`src/rtl/mmio_uart_tx.sv`:
```
// mmio_uart_tx: memory-mapped 8N1 UART transmitter on the core data-memory port.
// Stores to TXDATA push bytes into a small FIFO, and a serializer shifts each
// byte out LSB first. Loads return status or control in the same cycle.
//
// Ports:
//   clk_i        system clock, rising edge
//   reset_i      synchronous active-high reset
//   MemWrite_i   store strobe
//   MemRead_i    load strobe
//   Address_i    byte address; [31:4] selects the window, [3:2] selects the register
//   WriteData_i  store data
//   sel_o        address hits the window (combinational)
//   ReadData_o   register read data (combinational; 0 unless a load hits)
//   tx_o         serial line, registered, idle high
module mmio_uart_tx #(
   parameter logic [31:0] BASE_ADDR    = 32'h0000_1000,
   parameter int unsigned CLKS_PER_BIT = 16,
   parameter int unsigned FIFO_DEPTH   = 4
) (
   input  logic        clk_i,
   input  logic        reset_i,
   input  logic        MemWrite_i,
   input  logic        MemRead_i,
   input  logic [31:0] Address_i,
   input  logic [31:0] WriteData_i,
   output logic        sel_o,
   output logic [31:0] ReadData_o,
   output logic        tx_o
);

   localparam int unsigned PTR_W  = $clog2(FIFO_DEPTH);
   localparam int unsigned CNT_W  = PTR_W + 1;
   localparam int unsigned BAUD_W = (CLKS_PER_BIT > 1) ? $clog2(CLKS_PER_BIT) : 1;

   localparam logic [1:0] OFF_TXDATA = 2'd0;
   localparam logic [1:0] OFF_STATUS = 2'd1;
   localparam logic [1:0] OFF_CTRL   = 2'd2;

   typedef enum logic [1:0] {
      ST_IDLE  = 2'd0,
      ST_START = 2'd1,
      ST_DATA  = 2'd2,
      ST_STOP  = 2'd3
   } state_e;

   // Registered state
   state_e             state_q,    state_d;
   logic [BAUD_W-1:0]  baud_q,     baud_d;
   logic [2:0]         bit_q,      bit_d;
   logic [7:0]         shift_q,    shift_d;
   logic               tx_q,       tx_d;
   logic [PTR_W-1:0]   wr_ptr_q,   wr_ptr_d;
   logic [PTR_W-1:0]   rd_ptr_q,   rd_ptr_d;
   logic [CNT_W-1:0]   count_q,    count_d;
   logic               overflow_q, overflow_d;
   logic               enable_q,   enable_d;
   logic [7:0]         fifo_mem_q [FIFO_DEPTH];

   // Decode and handshake signals
   logic        hit_c;
   logic [1:0]  off_c;
   logic        wr_c;
   logic        rd_c;
   logic        push_req_c;
   logic        push_ok_c;
   logic        drop_c;
   logic        pop_c;
   logic        full_c;
   logic        empty_c;
   logic        baud_wrap_c;
   logic [31:0] status_c;
   logic        unused_c;

   // Address decode; the low two address bits are don't-care
   assign hit_c      = (Address_i[31:4] == BASE_ADDR[31:4]);
   assign off_c      = Address_i[3:2];
   assign wr_c       = hit_c & MemWrite_i;
   assign rd_c       = hit_c & MemRead_i;
   assign sel_o      = hit_c;

   assign full_c     = (count_q == CNT_W'(FIFO_DEPTH));
   assign empty_c    = (count_q == '0);

   // The serializer only pops from IDLE, so a pop frees a slot in the same cycle
   assign pop_c      = (state_q == ST_IDLE) & enable_q & ~empty_c;
   assign push_req_c = wr_c & (off_c == OFF_TXDATA);
   assign push_ok_c  = push_req_c & (~full_c | pop_c);
   assign drop_c     = push_req_c & ~push_ok_c;

   assign baud_wrap_c = (baud_q == BAUD_W'(CLKS_PER_BIT - 1));

   assign status_c = {16'h0000, 8'(count_q), 4'h0,
                      overflow_q, empty_c, full_c, (state_q != ST_IDLE)};

   assign tx_o = tx_q;

   // Store-data and address bits with no register behind them
   assign unused_c = ^{Address_i[1:0], WriteData_i[31:8]};

   // Load data mux; zero outside a hitting load
   always_comb begin
      ReadData_o = '0;
      if (rd_c) begin
         case (off_c)
            OFF_STATUS: ReadData_o = status_c;
            OFF_CTRL:   ReadData_o = {31'h0, enable_q};
            default:    ReadData_o = '0;
         endcase
      end
   end

   // FIFO pointers, occupancy and control/status register updates
   always_comb begin
      wr_ptr_d   = wr_ptr_q;
      rd_ptr_d   = rd_ptr_q;
      count_d    = count_q;
      overflow_d = overflow_q;
      enable_d   = enable_q;

      if (push_ok_c) wr_ptr_d = wr_ptr_q + PTR_W'(1);
      if (pop_c)     rd_ptr_d = rd_ptr_q + PTR_W'(1);

      case ({push_ok_c, pop_c})
         2'b10:   count_d = count_q + CNT_W'(1);
         2'b01:   count_d = count_q - CNT_W'(1);
         default: count_d = count_q;
      endcase

      // Clear first so that a same-cycle drop wins
      if (wr_c && (off_c == OFF_STATUS) && WriteData_i[3]) overflow_d = 1'b0;
      if (drop_c)                                          overflow_d = 1'b1;

      if (wr_c && (off_c == OFF_CTRL)) enable_d = WriteData_i[0];
   end

   // Serializer next-state and line level
   always_comb begin
      state_d = state_q;
      baud_d  = baud_q;
      bit_d   = bit_q;
      shift_d = shift_q;
      tx_d    = 1'b1;

      case (state_q)
         ST_IDLE: begin
            tx_d   = 1'b1;
            baud_d = '0;
            if (pop_c) begin
               shift_d = fifo_mem_q[rd_ptr_q];
               bit_d   = '0;
               state_d = ST_START;
            end
         end
         ST_START: begin
            tx_d = 1'b0;
            if (baud_wrap_c) begin
               baud_d  = '0;
               state_d = ST_DATA;
            end else begin
               baud_d = baud_q + BAUD_W'(1);
            end
         end
         ST_DATA: begin
            tx_d = shift_q[0];
            if (baud_wrap_c) begin
               baud_d  = '0;
               shift_d = {1'b0, shift_q[7:1]};
               bit_d   = bit_q + 3'd1;
               if (bit_q == 3'd7) state_d = ST_STOP;
            end else begin
               baud_d = baud_q + BAUD_W'(1);
            end
         end
         ST_STOP: begin
            tx_d = 1'b1;
            if (baud_wrap_c) begin
               baud_d  = '0;
               state_d = ST_IDLE;
            end else begin
               baud_d = baud_q + BAUD_W'(1);
            end
         end
         default: begin
            tx_d    = 1'b1;
            state_d = ST_IDLE;
         end
      endcase
   end

   // Control and serializer registers
   always_ff @(posedge clk_i) begin
      if (reset_i) begin
         state_q    <= ST_IDLE;
         baud_q     <= '0;
         bit_q      <= '0;
         shift_q    <= '0;
         tx_q       <= 1'b1;
         wr_ptr_q   <= '0;
         rd_ptr_q   <= '0;
         count_q    <= '0;
         overflow_q <= 1'b0;
         enable_q   <= 1'b1;
      end else begin
         state_q    <= state_d;
         baud_q     <= baud_d;
         bit_q      <= bit_d;
         shift_q    <= shift_d;
         tx_q       <= tx_d;
         wr_ptr_q   <= wr_ptr_d;
         rd_ptr_q   <= rd_ptr_d;
         count_q    <= count_d;
         overflow_q <= overflow_d;
         enable_q   <= enable_d;
      end
   end

   // FIFO storage; contents are qualified by the pointers, so no reset needed
   always_ff @(posedge clk_i) begin
      if (push_ok_c) fifo_mem_q[wr_ptr_q] <= WriteData_i[7:0];
   end

endmodule

```
`config.mk`:
```
export PLATFORM = sky130hd
export DESIGN_NAME = mmio_uart_tx
export DESIGN_NICKNAME = d
export VERILOG_FILES = /design/src/rtl/mmio_uart_tx.sv
export SDC_FILE = /design/constraint.sdc
export NUM_CORES = 1
export LEC_CHECK = 0
export ABC_AREA = 0
export CELL_PAD_IN_SITES_DETAIL_PLACEMENT = 1
export CELL_PAD_IN_SITES_GLOBAL_PLACEMENT = 1
export CORE_MARGIN = 10
export CORE_UTILIZATION = 35
export DETAILED_ROUTE_END_ITERATION = 6
export GPL_ROUTABILITY_DRIVEN = 0
export PLACE_DENSITY_LB_ADDON = 0.1
export SYNTH_ARGS = -nofsm -noshare
export SYNTH_HDL_FRONTEND = slang
export SYNTH_SLANG_ARGS = --single-unit
```
`constraint.sdc`:
```
create_clock -name clk_i -period 3.3 [get_ports clk_i]
set_clock_uncertainty 0.15 [all_clocks]
set_input_delay 0.825 -clock clk_i [delete_from_list [all_inputs] [get_ports clk_i]]
set_output_delay 0.825 -clock clk_i [all_outputs]
set_load 0.005 [all_outputs]
```
Word level (Yosys, flattened, before mapping). Memory sizes are Yosys's and may differ from the RTL's. A register that Yosys moved wholly into a read port is not among the register bits. Cells that the tools add are included. Widths: inputs -> output; s select.

Bits of input ports: 68. Logic and storage cells: 82. Memories kept: 1. Output and inout port bits: 34. Register bits: 27. Bits in writable memories: 32.

Add/subtract/negate cells: 6. Eq/ne operators: 16. Multiplexer cells: 24. Bitwise logic cells: 11. Reductions and logical operators: 14.

Memory list: fifo_mem_q (depth 4, width 8, read ports 1, clocked after Yosys merged registers in 1, wr ports 1, RTL line 57) `logic [7:0] fifo_mem_q [FIFO_DEPTH];`.

Operators by type and width (number): $eq 28x9->1 const B (1); $pmux 11 s2 (1); $mux 8 (2); $pmux 8 s2 (1); $mux 2 (7); $pmux 3 s2 (2); $mux 11 (1); $ne 2x2->1 const B (5); $eq 2x2->1 const B (4); $pmux 2 s4 (1); $pmux 4 s2 (1); $reduce_bool 2->1 (4); $and 1x1->1 (7); $add 3x1->3 const B (2); $eq 2x1->1 const B (3); $eq 3x3->1 const B (2); $mux 3 (2); $reduce_and 5->1 (1); $add 2x1->2 const B (2); $add 4x1->4 const B (1); $eq 4x4->1 const B (1); $logic_not 2->1 (2); $mux 1 (4); $mux 4 (1); other kinds (9) (13).

Depth between registers and ports, before layout.
Depth in word-level cells: 8. Depth in mapped cells: 12. Mapped depth without buffers: 12.

Worst setup path after synthesis. No wires, ideal clock.

Kind: input-to-reg. Start: in Address_i[29]. End: reg count_q[2]. Path slack: 0.432 ns. Path buffers: 0. Data arrival time: 2.646 ns. Stages on the path: 10. Data required time: 3.078 ns. Setup time: 0.072 ns. Path through: nor4_1 > nand4_1 > nor3_1 > inv_1 > ha_1 > inv_1 > fa_1 > xor2_1 > or3_1 > a21oi_1.

Longest elaborated chain between the ends: 6. Elaborated cells between the ends (all ways): 8. Those cells by class: eq/ne: 3; mux: 1; bitwise: 3; reduce/logical: 1.

RTL lines: start: declaration (RTL line 24) `input logic [31:0] Address_i,`; $eq 28x9->1 * (RTL line 75) `assign hit_c = (Address_i[31:4] == BASE_ADDR[31:4]);`; $and 1x1->1 * (RTL line 77) `assign wr_c = hit_c & MemWrite_i;`; $and 1x1->1 * (RTL line 86) `assign push_req_c = wr_c & (off_c == OFF_TXDATA);`; $and 1x1->1 * (RTL line 87) `assign push_ok_c = push_req_c & (~full_c | pop_c);`; $eq 2x1->1 / $eq 2x2->1 (equally long branches) (RTL line 123) `case ({push_ok_c, pop_c})`; $pmux 3 s2 / $reduce_bool 2->1 (equally long branches); end signal: assignment (RTL line 211) `count_q <= count_d;`; end: declaration (RTL line 54) `logic [CNT_W-1:0] count_q, count_d;`.

Every way passes the cells marked *; elsewhere a longest branch is shown, timed or not. A chain may end at the register's enable or synchronous reset.

Final worst setup path.
Start: in Address_i[11]. End: out ReadData_o[0].

Longest elaborated chain between the ends: 3.

RTL lines: $eq 28x9->1 (RTL line 75); $and 1x1->1 (RTL line 78) `assign rd_c = hit_c & MemRead_i;`; $mux 11 (RTL line 103) `if (rd_c) begin`; end: declaration (RTL line 27) `output logic [31:0] ReadData_o,`.

Every way passes these cells.

==> flow_metrics.env <==
export IMPL_outcome="finished clean"
export IMPL_place_hpwl_mm=5.25
export IMPL_grt_pass1_vias=2474
export IMPL_io_buffers=50
export IMPL_crit_required_ps=2320
export IMPL_firstDrtPassIters=3
export IMPL_start_kind="input pin"
export IMPL_clk_latency_ps=320
export IMPL_slowest_delay_ps=250
export IMPL_antenna_found_initial=0
export IMPL_ir_drop_v=0.000142
export IMPL_synth_adder_area_share_pct=7.25
export IMPL_end_kind="primary output"
export IMPL_ys_types=43
export IMPL_overflow=0
export IMPL_syn_inst=256
export IMPL_synth_edf_count=32
export IMPL_yosysSeqAreaShare_pct=50.7
export IMPL_fin_nets=434
export IMPL_synth_xor_area_share_pct=1.73
export IMPL_synth_area_leaders="edfxtp_1, dfxtp_1, ha_1, buf_4, mux4_2"
export IMPL_yosys_area_top_type="edfxtp_1"
export IMPL_dp_cells=430
export IMPL_syn_area_per_cell_um2=11.9
export IMPL_die_height_um=113
export IMPL_synthMuxAreaShare_pct=10.5
export IMPL_crit_path_cell_trace="dlygate4sd2_1 -> nor4_1 -> buf_4 -> and4_4 -> and2_4 -> and4_1 -> clkdlybuf4s15_2"
export IMPL_min_to="baud_q[0]$_SDFF_PP0_"
export IMPL_timing_fmax_ghz=0.306
export IMPL_synthSimpleGateAreaFrac_pct=13.1
export IMPL_setup_tns_final_ps=0
export IMPL_drive_gt1_share_pct=27.1
export IMPL_syn2layout_area_growth_pct=36.9
export IMPL_place_area_mm2=0.00375
export IMPL_drt_iter0_drc=36
export IMPL_cpMaxStageDelayCell="nor4_1"
export IMPL_start_util_pct=36.4
export IMPL_worstSetupPathType="input pin to primary output"
export IMPL_core_mm2=0.00834
export IMPL_die_area_mm2=0.0128
export IMPL_via_per_inst=4.70
export IMPL_drc_errors=0
export IMPL_synth_compound_area_share_pct=7.04
export IMPL_maxSlewHeadroom_pct=58.0
export IMPL_yosys_most_used_dff="edfxtp_1"
export IMPL_numCtsBuffers=9
export IMPL_crit_family="simple AND/OR/NAND/NOR gates"
export IMPL_cts_tree="done"
export IMPL_ys_warn_count=0
export IMPL_finalHoldViolations=0
export IMPL_syn_area_mm2=0.00304
export IMPL_grt_pass1_wl_mm=11.8
export IMPL_rows=33
export IMPL_critical_path_buf_inv_count=3
export IMPL_worst_pin_slew_ps=628
export IMPL_num_vias=2158
export IMPL_yosysTopAreaCellShare_pct=31.6
export IMPL_fin_area_mm2=0.00416
export IMPL_synth_seq_cells=61
export IMPL_holdPathStages=1
export IMPL_ff2ff_path_depth=12
export IMPL_wl_per_cell_um=15.3
export IMPL_hold_path_class="flop to flop"
export IMPL_critical_path_max_fanout=3
export IMPL_path_clk_slew_ps=70
export IMPL_grt_max_degree=19
export IMPL_grt_usage_pct=11.1
export IMPL_totalWireLength_mm=7.04
export IMPL_maxCapViolCount=0
export IMPL_ios=102
export IMPL_antenna_left=0
export IMPL_cts_root_buf="clkbuf_8"
export IMPL_worst_endpoint_arrival_ps=2290
export IMPL_p_leak_nw=1.68
export IMPL_async_flop_share_pct=0
export IMPL_p_per_area_mw_per_mm2=371
export IMPL_reg2reg_from="state_q[0]$_SDFFE_PP0P_"
export IMPL_final_cells=459
export IMPL_synth_top_family_by_area="simple AND/OR/NAND/NOR gates"
export IMPL_ctsHoldBuffers=0
export IMPL_min_from="baud_q[0]$_SDFF_PP0_"
export IMPL_finalSetupViolations=0
export IMPL_slew_viol_final=0
export IMPL_clockBufferDepth=2
export IMPL_num_antenna_cells=0
export IMPL_fin_crit_ps=3260
export IMPL_dieWidth_um=113
export IMPL_r2r_setup_slack_ps=360
export IMPL_r2r_end="count_q[2]$_SDFFE_PP0P_"
export IMPL_clock_sinks=61
export IMPL_cts_max_level=3
export IMPL_period_share_pct=98.9
## timing repair
item | CTS | global route
endpoints found under the hold margin | 0 | 0
endpoints found under the setup margin | 8 | 10
setup buffers | 11 | 3
resized for setup | 62 | 21
pin swaps | 16 | 10
## where the power goes
| group | switching, mW | total [mW] | internal (mW) |
|---|---|---|---|
| sequential | 0.0000000322 | 0.796 | 0.796 |
| clock | 0.299 | 0.650 | 0.351 |
| combinational | 0.0440 | 0.0969 | 0.0529 |
## sequential cells by signal (all words and copies together), names as in the netlist, named ones only
name,cells
shift_q,8
tx_o,1
fifo_mem_q,32
overflow_q,1
enable_q,1
baud_q,4
wr_ptr_q,2
count_q,3
state_q,2
bit_q,3
rd_ptr_q,2
## layout by cell type, fill, tap and decap left out, types with 3 or more instances in the layout
| cell type | n |
|---|---|
| a211oi_1 | 4 |
| a211oi_2 | 3 |
| a21oi_1 | 6 |
| and2_1 | 6 |
| buf_2 | 6 |
| buf_4 | 39 |
| clkbuf_8 | 9 |
| clkdlybuf4s50_1 | 14 |
| conb_1 | 25 |
| dfxtp_1 | 29 |
| dlygate4sd2_1 | 16 |
| dlymetal6s2s_1 | 12 |
| edfxtp_1 | 32 |
| ha_1 | 15 |
| inv_1 | 15 |
| mux2i_1 | 14 |
| mux4_2 | 8 |
| nand2_1 | 4 |
| nand2b_1 | 4 |
| nand3_1 | 5 |
| nand4_1 | 6 |
| nor2_1 | 22 |
| nor2_2 | 4 |
| nor3_2 | 3 |
| nor4_4 | 4 |
| o21ai_0 | 3 |
| xor2_1 | 4 |
## metrics by stage
stage | setup slack, ps | util (%) | hold WS (ps) | total power, mW
after detailed placement | -577 | 45.0 | 291 | 0.901
after global routing | -46.4 | 49.9 | 344 | 1.62
after CTS | 1.73 | 48.8 | 307 | 1.56
after global placement | -573 | 45.0 | 286 | 0.899
final | 37.0 | 49.9 | 302 | 1.54
after floorplan | 432 | - | 268 | 0.856
## worst max path at each step
stage / endpoint / cells past startpoint / slack [ps] / from
floorplan: count_q[2]$_SDFFE_PP0P_ / 10 / 430 / Address_i[29]
global placement: ReadData_o[2] / 6 / -570 / Address_i[5]
detailed placement: ReadData_o[2] / 7 / -580 / Address_i[8]
CTS: ReadData_o[2] / 7 / 2 / Address_i[18]
global route: ReadData_o[0] / 7 / -50 / Address_i[11]
finish: ReadData_o[0] / 7 / 40 / Address_i[11]
## synth_stat cells (all sizes together), types with 2 or more instances
master,count
xor2,4
or2,2
and3,2
ha,16
nand4,7
nor2b,2
mux4,8
mux2i,14
nor4,6
edfxtp,32
nand2b,4
buf,29
a21oi,6
and2,7
and4,3
clkbuf,4
nand2,4
o21ai,3
nand3,5
a22oi,2
nor2,26
o31ai,2
xnor2,2
nor3,5
a211oi,7
inv,15
dfxtp,29
## metal layers
metal / share of wire (%) / global-route usage [%] / up-vias
li1: - / - / 1054
met2: 49 / 18.5 / 57
met1: 44 / 12.6 / 1043
met4: 0.92 / 5.08 / 0
met5: 0 / 0 / -
met3: 6.4 / 3.80 / 4
## area by class of cell
cell class	count	area (um^2)
fill	889	4180
sequential	61	1540
multi-input combinational	171	1430
timing repair buffer	91	806
tap	105	131
clock buffer	9	124
clock inverter	7	75.1
inverter	15	56.3
## cell families (layout without fill, tap and decap cells)
kind of cell | Yosys count | after routing
multiplexers | 22 | 22
other | 1 | 25
AND/OR/NAND/NOR | 75 | 75
XOR/XNOR | 6 | 6
AO/OA/AOI/OAI | 26 | 26
flip-flops | 61 | 61
adder cells (fa/ha/maj) | 17 | 17
buffers and inverters | 48 | 122
Power figures use the tool's default switching activity.
